==> src/rtl/rf_pkg.sv <==
// Shared constants and types for the 2-read/1-write register file.
// The build option RF_BYPASS_EN lives in reg_file_2r1w.sv and rf_read_port.sv.
package rf_pkg;

  localparam int XLEN_DEF  = 32;
  localparam int NREGS_DEF = 32;
  localparam int ZERO_REG  = 0;
  localparam int AW_DEF    = $clog2(NREGS_DEF);

  typedef logic [AW_DEF-1:0]   rf_addr_t;
  typedef logic [XLEN_DEF-1:0] rf_data_t;

endpackage

==> src/rtl/rf_read_port.sv <==
// One registered register-file read port with x0 masking.
// Macro RF_BYPASS_EN selects write-first forwarding; undefined gives read-first.
module rf_read_port
  import rf_pkg::*;
#(
  parameter int XLEN = XLEN_DEF,
  parameter int AW   = AW_DEF
) (
  input  logic            clk,
  input  logic            rst,
  input  logic [AW-1:0]   addr_i,
  input  logic [XLEN-1:0] rdata_i,
  input  logic            busy_i,
`ifdef RF_BYPASS_EN
  input  logic            busyNext_i,
  input  logic            we_i,
  input  logic [AW-1:0]   waddr_i,
  input  logic [XLEN-1:0] wdata_i,
`endif
  output logic [XLEN-1:0] data_o,
  output logic            busy_o
);

  logic [XLEN-1:0] data_q, data_d;
  logic            busy_q, busy_d;

  // x0 masking is applied last so a forwarded write to x0 can never leak out.
  always_comb begin
    data_d = rdata_i;
    busy_d = busy_i;
`ifdef RF_BYPASS_EN
    busy_d = busyNext_i;
    if (we_i && (waddr_i == addr_i)) begin
      data_d = wdata_i;
    end
`endif
    if (addr_i == AW'(ZERO_REG)) begin
      data_d = '0;
      busy_d = 1'b0;
    end
  end

  always_ff @(posedge clk) begin
    if (rst) begin
      data_q <= '0;
      busy_q <= 1'b0;
    end else begin
      data_q <= data_d;
      busy_q <= busy_d;
    end
  end

  assign data_o = data_q;
  assign busy_o = busy_q;

endmodule

==> src/rtl/reg_file_2r1w.sv <==
// RISC-V GPR file: two registered read ports, one write port, per-register busy scoreboard.
// Define RF_BYPASS_EN for write-first reads on a same-cycle collision; default is read-first.
module reg_file_2r1w
  import rf_pkg::*;
#(
  parameter  int XLEN  = XLEN_DEF,
  parameter  int NREGS = NREGS_DEF,
  localparam int AW    = $clog2(NREGS)
) (
  input  logic            clk,
  input  logic            rst,
  input  logic [AW-1:0]   ra_addr,
  input  logic [AW-1:0]   rb_addr,
  output logic [XLEN-1:0] ra_data,
  output logic [XLEN-1:0] rb_data,
  output logic            ra_busy,
  output logic            rb_busy,
  input  logic            we,
  input  logic [AW-1:0]   wa_addr,
  input  logic [XLEN-1:0] wd,
  input  logic            busy_set,
  input  logic [AW-1:0]   busy_addr
);

  logic [XLEN-1:0]  regs_q [NREGS];
  logic [NREGS-1:0] busy_q, busy_d;

  // Set is applied after clear: the write retires an older producer while the new one is still pending.
  always_comb begin
    busy_d = busy_q;
    if (we) begin
      busy_d[wa_addr] = 1'b0;
    end
    if (busy_set) begin
      busy_d[busy_addr] = 1'b1;
    end
    busy_d[ZERO_REG] = 1'b0;
  end

  always_ff @(posedge clk) begin
    if (rst) begin
      for (int i = 0; i < NREGS; i++) begin
        regs_q[i] <= '0;
      end
      busy_q <= '0;
    end else begin
      if (we && (wa_addr != AW'(ZERO_REG))) begin
        regs_q[wa_addr] <= wd;
      end
      busy_q <= busy_d;
    end
  end

  rf_read_port #(.XLEN(XLEN), .AW(AW)) u_portA (
    .clk        (clk),
    .rst        (rst),
    .addr_i     (ra_addr),
    .rdata_i    (regs_q[ra_addr]),
    .busy_i     (busy_q[ra_addr]),
`ifdef RF_BYPASS_EN
    .busyNext_i (busy_d[ra_addr]),
    .we_i       (we),
    .waddr_i    (wa_addr),
    .wdata_i    (wd),
`endif
    .data_o     (ra_data),
    .busy_o     (ra_busy)
  );

  rf_read_port #(.XLEN(XLEN), .AW(AW)) u_portB (
    .clk        (clk),
    .rst        (rst),
    .addr_i     (rb_addr),
    .rdata_i    (regs_q[rb_addr]),
    .busy_i     (busy_q[rb_addr]),
`ifdef RF_BYPASS_EN
    .busyNext_i (busy_d[rb_addr]),
    .we_i       (we),
    .waddr_i    (wa_addr),
    .wdata_i    (wd),
`endif
    .data_o     (rb_data),
    .busy_o     (rb_busy)
  );

endmodule
==> config.mk <==
export PLATFORM = sky130hd
export DESIGN_NAME = reg_file_2r1w
export DESIGN_NICKNAME = d
export VERILOG_FILES = /design/src/rtl/rf_pkg.sv /design/src/rtl/rf_read_port.sv /design/src/rtl/reg_file_2r1w.sv
export SDC_FILE = /design/constraint.sdc
export NUM_CORES = 2
export LEC_CHECK = 0
export CAP_MARGIN = 10
export CORE_MARGIN = 2
export CORE_UTILIZATION = 40
export CTS_CLUSTER_DIAMETER = 80
export DETAILED_ROUTE_END_ITERATION = 8
export HOLD_SLACK_MARGIN = 0.03
export MAX_ROUTING_LAYER = met4
export SYNTH_ARGS = -nofsm -noshare
export SYNTH_HDL_FRONTEND = slang
export SYNTH_SLANG_ARGS = --single-unit
==> constraint.sdc <==
create_clock -name clk -period 8.92 [get_ports clk]
set_input_delay 2.676 -clock clk [delete_from_list [all_inputs] [get_ports clk]]
set_output_delay 2.676 -clock clk [all_outputs]
set_load 0.05 [all_outputs]
==> out/metrics.cfg <==
[sta]
finalHoldViolCount=0
rsz0062_at_grt=false
tightestPinTransition_ns=1.39
worst_slack_ns=3.44
final.min_clock_period_ns=5.48
drv_slew=0
skew_ns=0.0234
clock.fmax_mhz=183
fin_setup_tns_ns=0
final-setup-viol-count=0
max_slew_margin=0.0707
final.period_utilization=0.614

[place]
place_congestion=0.858
place_ws_ns=2.71
dp_hpwl_um=107000
io_buffers=121

[worst_setup_path]
path_buf_inv=3
max_stage_delay_ns=0.73
slowest_stage=o21ai_4
end_kind=flop
critPathKind=in -> reg
critPathTopFamily=buffers and inverters
cp_common_cell=buf_4
crit_required_ns=9.31
arrival_ns=5.86
critPathMaxFanout=18
cp_cell_sequence=clkdlybuf4s50_1 > or3_1 > nand3_1 > buf_4 > o21ai_4 > buf_4
startpoint_type=input port

[status]
outcome=finished, final reports clean

[floorplan]
core_area_um2=143000
initial_core_util=0.402
die_height_um=383
io_pins=122
rows=139
die_x_um=383
dieArea_um2=147000

[clock_network]
ctsLongestPathBuffers=3
post_cts_buffers=0
clk_pin_slew_ns=0.06
ctsHoldBuffers=0
cts_buffers=118
post_cts_resized=0
numClockSinks=1121
clock-root-buffer=clkbuf_16
cts_tree=yes
htreeDepth=3
clock_latency_ns=0.74

[power_and_ir_drop]
p_switching_mw=3.19
switching_share=0.254
power_frac_seq=0.493
p_per_area_nw_per_um2=195
internal_power_mw=9.38
leakage_nw=21.8
power_frac_comb=0.119
ir_drop_v=0.000170
power.share.clock=0.387

[synth]
synth_flop_cell=edfxtp_1
syn-cell-area_um2=57500
yosysTopAreaCell=edfxtp_1
synthDistinctLibCells=45
synth_top_area_frac=0.535
synthTopCellsByArea=edfxtp_1, mux4_2, and2_1
seq_area_frac_synth=0.568
synthCells=3673
synth_edf_count=1024
syn_area_per_cell_um2=15.7
async_flop_share=0
ys_ff_latch=1121
synth_warnings=0

[grt]
grt_pass1_wl_um=264000
grt_usage=0.261
grt_max_degree=105
grt_overflow_total=0
grt_pass1_vias=34600
antenna_found_initial=14

[drt]
first_pass_iters=5
drt-initial-drc-count=4696
antenna_left=0
wire_per_inst_um=32.9
vias_per_cell=6.08
vias=34400
routed_wl_um=186000
post-route-drc-count=0

[worst_hold_path]
hold_class=reg -> reg

[cells_and_area]
nFillCells=12300
final_common_cell=edfxtp_1
drive_gt1_frac=0.245
fin_util=0.451
areaGrowthSynthToFinish_pct=12.3
layout_common_cells=edfxtp_1, and2_1, mux4_2, mux2i_1, clkbuf_16
final_nets=3711

[run]
drv_cap=0

==> synthesized netlist by cell type, types with 3 or more instances <==
cell type  number
a211o_1        25
a21oi_1        33
a221o_1         7
a22oi_1        32
a31oi_1        32
and2_1        992
and3b_1         3
buf_1           4
buf_12          4
buf_2          68
buf_4          36
buf_6          22
clkbuf_1      244
clkbuf_2       12
dfxtp_1        97
edfxtp_1     1024
mux2_2         32
mux2i_1       175
mux4_2        524
nand2_1        71
nand3_1         7
nand3b_1        5
nor2_1         36
nor2_2          3
nor2b_1         3
nor3b_1         4
o21ai_0        62
o221ai_1       34
o22a_1         33
o22ai_1        25
or3b_2          3
==> sequential cells by signal, indices dropped and copies added, names as in the netlist <==
| signal | cells |
|---|---|
| regs_q | 1024 |
| u_portA.busy_o | 1 |
| u_portB.busy_o | 1 |
| u_portB.data_o | 32 |
| busy_q | 31 |
| u_portA.data_o | 32 |
==> worst reg2reg max path, stage by stage (launching register included) <==
cell	delay, ns
edfxtp_1	0.40
mux4_2	0.46
mux2i_1	0.26
o22a_1	0.27
o221ai_1	0.33
==> final timing paths <==
| kind | from | to | slack [ns] | cells past startpoint |
|---|---|---|---|---|
| setup / recovery | wa_addr[2] | regs_q[28][6] | 3.44 | 6 |
| hold reg to reg | busy_q[14] | busy_q[14] | 0.49 | 2 |
| setup reg to reg | regs_q[3][30] | u_portA.data_o[30] | 6.96 | 4 |
| hold / removal | busy_q[14] | busy_q[14] | 0.49 | 2 |
==> power groups by stage <==
stage,clock network [mW],logic (mW),registers (mW)
2_1_floorplan,0,0.879,6.35
3_3_place_gp,0,1.49,6.29
3_5_place_dp,0,1.49,6.30
4_1_cts,4.91,1.50,6.19
5_1_grt,5.11,1.56,6.23
6_report,4.87,1.50,6.20
==> stage by stage <==
stage               cells  hold WS [ns]  total power [mW]  instance area, um2
floorplan            3704         0.460              7.23               57600
global placement     5434         0.474              7.78               60700
detailed placement   5435         0.479              7.79               60700
CTS                  5652         0.487              12.6               64500
global route         5661         0.520              12.9               64500
finish               5666         0.488              12.6               64600
==> kinds of logic (layout without fill, tap and decap cells) <==
family	count (synthesis)	in the layout	synth area share
AO/OA/AOI/OAI	287	287	0.0350
buffers and inverters	395	443	0.0344
flip-flops	1121	1121	0.568
multiplexers	733	733	0.243
other	1	43	0.0000652
AND/OR/NAND/NOR	1136	1136	0.119
==> per-layer routing <==
layer | global-route usage | vias up | share of wire
li1 | - | 14100 | -
met1 | 0.363 | 18200 | 0.41
met2 | 0.389 | 1781 | 0.46
met3 | 0.0459 | 294 | 0.089
met4 | 0.0906 | 0 | 0.040
met5 | - | - | 0
==> layout make-up <==
class | count | area, um2 | area share
repair buffers | 225 | 2150 | 0.0333
diodes | 11 | 27.5 | 0.000426
flip-flops and latches | 1121 | 32700 | 0.506
clock inverters | 67 | 557 | 0.00862
clock buffers | 150 | 3170 | 0.0491
well taps | 1903 | 2380 | 0.0369
multi-input cells | 2188 | 23600 | 0.365
inverters | 1 | 3.75 | 0.0000581
Power figures use the tool's default switching activity.
